<file path="src/rtl/spell_debug_host.sv">
// Host-side sequencer for the spell core's serial debug port: turns write/read/run commands
// into shift/load/dump/run cycle sequences. Optional wait-for-stop timeout: SPELL_DBG_TIMEOUT_EN.
module spell_debug_host #(
  parameter int unsigned SAMPLE_DELAY   = 2,
  parameter int unsigned RUN_HOLD       = 2,
  parameter logic [23:0] TIMEOUT_CYCLES = 24'd1000000
) (
  input  logic       clk,
  input  logic       rst,
  input  logic       cmd_valid,
  output logic       cmd_ready,
  input  logic [1:0] cmd_op,
  input  logic [1:0] cmd_reg,
  input  logic [7:0] cmd_data,
  output logic       rsp_valid,
  output logic [7:0] rsp_data,
  output logic       dbg_shift_in,
  output logic       dbg_load,
  output logic       dbg_dump,
  output logic [1:0] dbg_reg_sel,
  output logic       dbg_run,
  output logic       dbg_step,
  input  logic       dbg_shift_out,
  input  logic       dbg_stop
);

  localparam logic [2:0] S_IDLE    = 3'd0;
  localparam logic [2:0] S_SHIFT   = 3'd1;
  localparam logic [2:0] S_LOAD    = 3'd2;
  localparam logic [2:0] S_DUMP    = 3'd3;
  localparam logic [2:0] S_CAPTURE = 3'd4;
  localparam logic [2:0] S_RUN     = 3'd5;
  localparam logic [2:0] S_WAIT    = 3'd6;
  localparam logic [2:0] S_RESP    = 3'd7;

  localparam logic [1:0] OP_WRITE = 2'd0;
  localparam logic [1:0] OP_READ  = 2'd1;
  localparam logic [1:0] OP_RUN   = 2'd2;

  localparam logic [3:0] CAP_WAIT = 4'(SAMPLE_DELAY - 1);
  localparam logic [3:0] RUN_LAST = 4'(RUN_HOLD - 1);

  logic [2:0] state_q, state_d;
  logic [7:0] data_q, data_d;
  logic [7:0] cap_q, cap_d;
  logic [2:0] bit_cnt_q, bit_cnt_d;
  logic [3:0] dly_cnt_q, dly_cnt_d;
  logic       cmd_ready_q, cmd_ready_d;
  logic       rsp_valid_q, rsp_valid_d;
  logic [7:0] rsp_data_q, rsp_data_d;
  logic       shift_in_q, shift_in_d;
  logic       load_q, load_d;
  logic       dump_q, dump_d;
  logic [1:0] reg_sel_q, reg_sel_d;
  logic       run_q, run_d;
  logic       step_q, step_d;

`ifdef SPELL_DBG_TIMEOUT_EN
  logic [23:0] to_cnt_q, to_cnt_d;
`endif

  // NOTE: every signal gets its hold/default value first, so no path through the case can
  // leave one unassigned and infer a latch; pulse outputs default low instead of holding.
  always_comb begin
    state_d     = state_q;
    data_d      = data_q;
    cap_d       = cap_q;
    bit_cnt_d   = bit_cnt_q;
    dly_cnt_d   = dly_cnt_q;
    cmd_ready_d = cmd_ready_q;
    rsp_valid_d = 1'b0;
    rsp_data_d  = rsp_data_q;
    shift_in_d  = 1'b0;
    load_d      = 1'b0;
    dump_d      = 1'b0;
    reg_sel_d   = reg_sel_q;
    run_d       = run_q;
    step_d      = step_q;
`ifdef SPELL_DBG_TIMEOUT_EN
    to_cnt_d    = to_cnt_q;
`endif

    case (state_q)
      S_IDLE: begin
        if (cmd_valid && cmd_ready_q) begin
          data_d      = cmd_data;
          reg_sel_d   = cmd_reg;
          bit_cnt_d   = 3'd0;
          cmd_ready_d = 1'b0;
`ifdef SPELL_DBG_TIMEOUT_EN
          to_cnt_d    = 24'd0;
`endif
          case (cmd_op)
            OP_WRITE: begin
              state_d    = S_SHIFT;
              shift_in_d = cmd_data[7];
            end
            OP_READ: begin
              state_d = S_DUMP;
              dump_d  = 1'b1;
            end
            OP_RUN: begin
              state_d   = S_RUN;
              run_d     = 1'b1;
              step_d    = cmd_data[0];
              dly_cnt_d = RUN_LAST;
            end
            default: begin
              state_d     = S_RESP;
              rsp_valid_d = 1'b1;
              rsp_data_d  = 8'h00;
            end
          endcase
        end
      end

      // Outputs are registered, so each cycle presents the bit after the one now on the wire.
      S_SHIFT: begin
        if (bit_cnt_q == 3'd7) begin
          state_d = S_LOAD;
          load_d  = 1'b1;
        end else begin
          bit_cnt_d  = bit_cnt_q + 3'd1;
          shift_in_d = data_q[3'd6 - bit_cnt_q];
        end
      end

      S_LOAD: begin
        state_d     = S_RESP;
        rsp_valid_d = 1'b1;
        rsp_data_d  = 8'h00;
      end

      S_DUMP: begin
        state_d   = S_CAPTURE;
        dly_cnt_d = CAP_WAIT;
      end

      S_CAPTURE: begin
        if (dly_cnt_q != 4'd0) begin
          dly_cnt_d = dly_cnt_q - 4'd1;
        end else begin
          cap_d     = {cap_q[6:0], dbg_shift_out};
          bit_cnt_d = bit_cnt_q + 3'd1;
          if (bit_cnt_q == 3'd7) begin
            state_d     = S_RESP;
            rsp_valid_d = 1'b1;
            rsp_data_d  = cap_d;
          end
        end
      end

      S_RUN: begin
        if (dly_cnt_q != 4'd0) begin
          dly_cnt_d = dly_cnt_q - 4'd1;
        end else begin
          run_d = 1'b0;
          if (data_q[1]) begin
            state_d = S_WAIT;
          end else begin
            state_d     = S_RESP;
            rsp_valid_d = 1'b1;
            rsp_data_d  = {7'b0, dbg_stop};
          end
        end
      end

      S_WAIT: begin
        if (dbg_stop) begin
          state_d     = S_RESP;
          rsp_valid_d = 1'b1;
          rsp_data_d  = 8'h01;
        end
`ifdef SPELL_DBG_TIMEOUT_EN
        else if (to_cnt_q == TIMEOUT_CYCLES - 24'd1) begin
          state_d     = S_RESP;
          rsp_valid_d = 1'b1;
          rsp_data_d  = 8'h02;
        end else if (to_cnt_q != '1) begin
          to_cnt_d = to_cnt_q + 24'd1;
        end
`endif
      end

      S_RESP: begin
        state_d     = S_IDLE;
        cmd_ready_d = 1'b1;
      end

      default: begin
        state_d     = S_IDLE;
        cmd_ready_d = 1'b1;
      end
    endcase
  end

  // NOTE: state updates use non-blocking assignments so every flop samples pre-edge values.
  always_ff @(posedge clk) begin
    if (rst) begin
      state_q     <= S_IDLE;
      data_q      <= 8'h00;
      cap_q       <= 8'h00;
      bit_cnt_q   <= 3'd0;
      dly_cnt_q   <= 4'd0;
      cmd_ready_q <= 1'b1;
      rsp_valid_q <= 1'b0;
      rsp_data_q  <= 8'h00;
      shift_in_q  <= 1'b0;
      load_q      <= 1'b0;
      dump_q      <= 1'b0;
      reg_sel_q   <= 2'd0;
      run_q       <= 1'b0;
      step_q      <= 1'b0;
`ifdef SPELL_DBG_TIMEOUT_EN
      to_cnt_q    <= 24'd0;
`endif
    end else begin
      state_q     <= state_d;
      data_q      <= data_d;
      cap_q       <= cap_d;
      bit_cnt_q   <= bit_cnt_d;
      dly_cnt_q   <= dly_cnt_d;
      cmd_ready_q <= cmd_ready_d;
      rsp_valid_q <= rsp_valid_d;
      rsp_data_q  <= rsp_data_d;
      shift_in_q  <= shift_in_d;
      load_q      <= load_d;
      dump_q      <= dump_d;
      reg_sel_q   <= reg_sel_d;
      run_q       <= run_d;
      step_q      <= step_d;
`ifdef SPELL_DBG_TIMEOUT_EN
      to_cnt_q    <= to_cnt_d;
`endif
    end
  end

  assign cmd_ready    = cmd_ready_q;
  assign rsp_valid    = rsp_valid_q;
  assign rsp_data     = rsp_data_q;
  assign dbg_shift_in = shift_in_q;
  assign dbg_load     = load_q;
  assign dbg_dump     = dump_q;
  assign dbg_reg_sel  = reg_sel_q;
  assign dbg_run      = run_q;
  assign dbg_step     = step_q;

endmodule

</file>
<file path="config.mk">
export PLATFORM = sky130hd
export DESIGN_NAME = spell_debug_host
export DESIGN_NICKNAME = d
export VERILOG_FILES = /design/src/rtl/spell_debug_host.sv
export SDC_FILE = /design/constraint.sdc
export NUM_CORES = 1
export LEC_CHECK = 0
export ABC_AREA = 1
export BUFFER_PORTS_ARGS = -buffer_cell sky130_fd_sc_hd__buf_2
export CORE_MARGIN = 1.5
export CORE_UTILIZATION = 50
export CTS_CLUSTER_DIAMETER = 80
export DETAILED_ROUTE_END_ITERATION = 8
export PLACE_DENSITY_LB_ADDON = 0.2
export SYNTH_ARGS = -nofsm -noshare
export SYNTH_HDL_FRONTEND = slang
export SYNTH_SLANG_ARGS = --single-unit
</file>
<file path="constraint.sdc">
create_clock -name clk -period 1.4 [get_ports clk]
set_input_delay 0.35 -clock clk [delete_from_list [all_inputs] [get_ports clk]]
set_output_delay 0.35 -clock clk [all_outputs]
set_load 0.1 [all_outputs]
</file>
### After elaboration in Yosys (flattened, before gate mapping)

Cells that the tools add are included.

* add/sub/neg operators: 3
* $lt $le $gt $ge: 1
* equality and inequality tests: 21
* mux-type cells: 46
* bitwise gates (word level): 4
* reduce and logical (&&, ||, !) cells: 22

Operators with widths (number)
* $mux W8: 7
* $pmux W8 S5: 1
* $mux W3: 9
* $pmux W3 S8: 1
* $ne A2 B2 Y1 const B: 9
* $pmux W3 S3: 2
* $mux W1: 17
* $eq A3 B3 Y1 const B: 5
* $mux W4: 3
* $pmux W4 S3: 1
* $reduce_and A4 Y1: 3
* $reduce_and A8 Y1: 1
* $eq A3 B2 Y1 const B: 2
* $pmux W1 S2: 3
* $reduce_and A2 Y1: 3
* $reduce_and A6 Y1: 1
* $reduce_bool A3 Y1: 2
* $reduce_or A3 Y1: 2
* $pmux W1 S5: 1
* $reduce_bool A5 Y1: 1
* $lt A3 B4 Y1 const B: 1
* $ne A2 B1 Y1 const B: 2
* $not A1 Y1: 4
* $reduce_bool A2 Y1: 2
* other kinds (13): 14

* flip-flop bits (word level): 42
* bits of input ports: 17
* output and inout port bits: 17
* logic and storage cells: 111

### Logic depth before layout (Yosys ltp)

* depth in word-level cells: 5
* depth in mapped cells: 10
* gate-level depth less buffers: 10

### Worst setup path after synthesis

No wires, ideal clock.

* path kind: register to register
* start: register cmd_ready_q (netlist: cmd_ready)
* end: register cmd_ready_q (netlist: cmd_ready)
* library setup time: 119 ps
* data arrival time: 1877 ps
* required time: 1281 ps
* slack: -596 ps
* stages on the path, launching flop included: 7
* buffers on the path: 1
* period minus slack after synthesis: 1996 ps
* path through: dfxtp_1 nand2_1 nor2_4 inv_2 buf_2 a21oi_1 nand2_1

* cells in the longest elaborated chain, start to end: 3

RTL lines
* from (decl): RTL line 48 `logic cmd_ready_q, cmd_ready_d;`
* from (signal assigned): RTL line 223 `cmd_ready_q <= cmd_ready_d;`
* $logic_and A1 B1 Y1: RTL line 85 `if (cmd_valid && cmd_ready_q) begin`
* $ne A2 B2 Y1 (no source line)
* $reduce_and A2 Y1 (no source line)

No other way between the ends.
A chain may end at the register's enable or synchronous reset.

### Worst setup path after layout

* start: register state_q[0]
* end: register rsp_data_q[0] (netlist: rsp_data[0])

* cells in the longest elaborated chain, start to end: 3
* elaborated cells between the ends (all ways): 15
* those cells by class: 11 x eq/ne; 1 x mux; 3 x reduce/logical

RTL lines
* from (decl): RTL line 43 `logic [2:0] state_q, state_d;`
* from (signal assigned): RTL line 218 `state_q <= state_d;`
* $eq A3 B3 Y1, or another cell as far along: RTL line 83 `case (state_q)`
* $reduce_bool A5 Y1 (no source line) / $ne A2 B2 Y1 (equally long branches)
* $reduce_and A8 Y1 (no source line)
* to (signal assigned): RTL line 225 `rsp_data_q <= rsp_data_d;`
* to (decl): RTL line 50 `logic [7:0] rsp_data_q, rsp_data_d;`

Several ways; a longest one is shown, not always the timed one.

==> impl_metrics.ini <==
[run_status]
status = finished with violations
violations = setup timing

[critical_path]
critPathTopFamily = simple AND/OR/NAND/NOR gates
start_kind = flop
end_kind = flop
worst-path-stages = 9
rr_startpoint = state_q[0]
path_cells = inv_2 -> nand2_2 -> nor2_1 -> nor2_2 -> nand2_2 -> buf_6 -> nand2_2 -> nand2_1 -> nor2_1
slowest_delay_ns = 0.40
crit_arrival_ns = 1.69
worstPathRequired_ns = 1.64
cpMaxStageDelayCell = dfxtp_2
worst-path-buf-inv = 2
reg2reg_depth = 9
crit_end = rsp_data[0]
startpoint = state_q[0]
r2r_end = rsp_data[0]
critPathKind = flop to flop
rrSetupSlack_ns = -0.05
worstPathMaxFanout = 7
crit_top_cell = nand2_2

[layout]
synthToLayoutAreaGrowth_pct = 47.1
regArea_sq_um = 851
antenna_cells = 0
multi_input_area_sq_mm = 0.00118
n_fill_cell = 268
nNetsFinal = 394
drive_gt1_frac = 0.334

[synthesis]
synth-seq-area-share = 0.415
synth.area.top_cells = dfxtp_1, nand2_1, nor2_1
yosysMostFrequentCell = nand2_1
synth.distinct_cells = 25
syn_area_sq_mm = 0.00203
ys.flop_type = dfxtp_1
async_flop_share = 0
synth_edf_count = 0
yosys.area.top_type_share = 0.415
synth-seq-cells = 42
synth_area_leader_cell = dfxtp_1
ys_warn_count = 0
synth_fp_nets = 325
synth.avg_cell_area_sq_um = 6.67
yosys-top-cells-count = nand2_1, nor2_1, dfxtp_1
syn_inst = 304

[timing]
min_period_over_period = 1.03
whs_ns = 0.266
fin_worst_skew_ns = 0.00628
tns_ns = -0.139
setup_viol = 5
rsz0062_at_grt = yes
layout_min_cycle_time_ns = 1.45
worstMarginPinSlew_ns = 0.299
hold_viol_final = 0
slew_violations = 0
setup_ws_ns = -0.0469
relSlewSlack = 0.799
timing.fmax_mhz = 691

[min_path]
hp-start = cmd_data[6]
hp-class = input port to flop

[global_route]
antenna_found_initial = 0
overflow = 0
grt_pass1_wl_um = 8670
grt_pass1_vias = 1978
grt_max_degree = 15
grt_use_total = 0.258

[route]
wl_um = 5190
antenna_left = 0
vias_per_cell = 5.11
vias = 2156
drc = 0
detail_route.wl_per_cell_um = 12.3
drtIter0Drc = 127
first_pass_iters = 4

[placed_design]
portBuffers = 33
post-place-ws_ns = -0.138
hpwl_um = 3740
gp_congestion = 0.894

[clock_tree]
cts_tree = built
ctsHtreeMaxLevel = 2
holdBufCountCts = 0
clockBufferDepth = 2
clock_latency_ns = 0.30
numCtsBuffers = 5
cts_root_buf = clkbuf_8
cts.sinks = 42
clk_pin_slew_worst_paths_ns = 0.08

[floorplanning]
dieHeight_um = 66.7
die-area_sq_mm = 0.00444
io_pins = 34
core-area_sq_mm = 0.00377
fp-row-count = 22
die_x_um = 66.7
initial_utilization = 0.537

[pwr]
vdd_drop_max_mv = 2.08
power.total_w = 0.00755
p_leak_nw = 1.31
power_density_mw_per_mm2 = 2530

[run]
maxCapViolCount = 0
==> routing by layer <==
layer	up-vias	GRT usage	wire, um	share of wire
met5	-	0	0	0
met4	0	0.0918	74	0.014
met3	7	0.0490	216	0.042
met2	47	0.421	2450	0.47
met1	1001	0.337	2450	0.47
li1	1101	-	-	-
==> per-stage QoR <==
| step | instance area [sq um] | util | cells |
|---|---|---|---|
| floorplan | 2040 | - | 304 |
| global placement | 2700 | 0.715 | 412 |
| detailed placement | 2700 | 0.715 | 412 |
| CTS | 2890 | 0.765 | 421 |
| global route | 2980 | 0.791 | 422 |
| finish | 2980 | 0.791 | 422 |
==> timing repair <==
action	in CTS	in global routing
resized for setup	17	28
buffers inserted	1	1
pin swaps	8	5
endpoints found under the setup margin	17	26
gates cloned	1	0
==> sequential cells by signal (all words and copies together) (netlist names), 2 cells and up <==
name	count
bit_cnt_q	3
dly_cnt_q	4
dbg_reg_sel	2
state_q	3
rsp_data	8
cap_q	7
data_q	8
==> worst min-delay path, stage by stage <==
cell,delay (ns)
buf_2,0.07
nor2_1,0.03
nor2_1,0.08
==> final cells by class <==
| class | instances | share of cell area |
|---|---|---|
| inverter | 30 | 0.0378 |
| multi-input combinational | 224 | 0.395 |
| clock inverter | 1 | 0.0101 |
| clock buffer | 7 | 0.0290 |
| timing repair buffer | 70 | 0.223 |
| sequential | 42 | 0.285 |
| tap | 48 | 0.0201 |
==> kinds of logic (layout without fill, tap and decap cells) <==
| group | count (synthesis) | in the layout | share of synthesized area |
|---|---|---|---|
| and+or+nand+nor | 173 | 173 | 0.361 |
| xor gates and xnor gates | 3 | 3 | 0.0130 |
| adders and majority gates | 4 | 4 | 0.0247 |
| AOI/OAI and AO/OA | 44 | 44 | 0.111 |
| DFF | 42 | 42 | 0.415 |
| buffers and inverters | 38 | 108 | 0.0759 |
==> how the worst min path moves through the flow <==
stage	endpoint	slack, ns	depth (start not counted)
after detailed placement	cap_q[1]	0.46	2
after CTS	data_q[2]	0.27	3
after global placement	data_q[3]	0.45	2
final	data_q[6]	0.27	3
after global routing	dbg_reg_sel[1]	0.28	3
after floorplan	dbg_dump	0.42	1
==> layout by cell type, fill, tap and decap left out, types with 3 or more instances in the layout <==
| cell type | netlist | routed |
|---|---|---|
| nand3_2 | 1 | 3 |
| inv_2 | 4 | 6 |
| o21ai_0 | 20 | 15 |
| buf_12 | 0 | 14 |
| dfxtp_1 | 42 | 36 |
| nor2_1 | 70 | 63 |
| nand3b_1 | 3 | 3 |
| nor2_2 | 4 | 10 |
| o21ai_1 | 0 | 4 |
| nand3_1 | 14 | 10 |
| nand2_1 | 72 | 64 |
| nor2_4 | 2 | 3 |
| clkbuf_8 | 0 | 6 |
| ha_4 | 0 | 3 |
| buf_4 | 0 | 37 |
| inv_1 | 26 | 24 |
| dfxtp_2 | 0 | 5 |
| a21oi_1 | 22 | 21 |
| nand2_2 | 2 | 8 |
| buf_2 | 3 | 16 |
==> where the power goes <==
group	internal, W	leakage [nW]	switching [W]	total, W
combinational	0.00181	0.908	0.00291	0.00471
sequential	0.00154	0.345	0.000289	0.00183
clock	0.000581	0.0585	0.000421	0.00100
No activity file was read; power rests on OpenSTA's default activity.
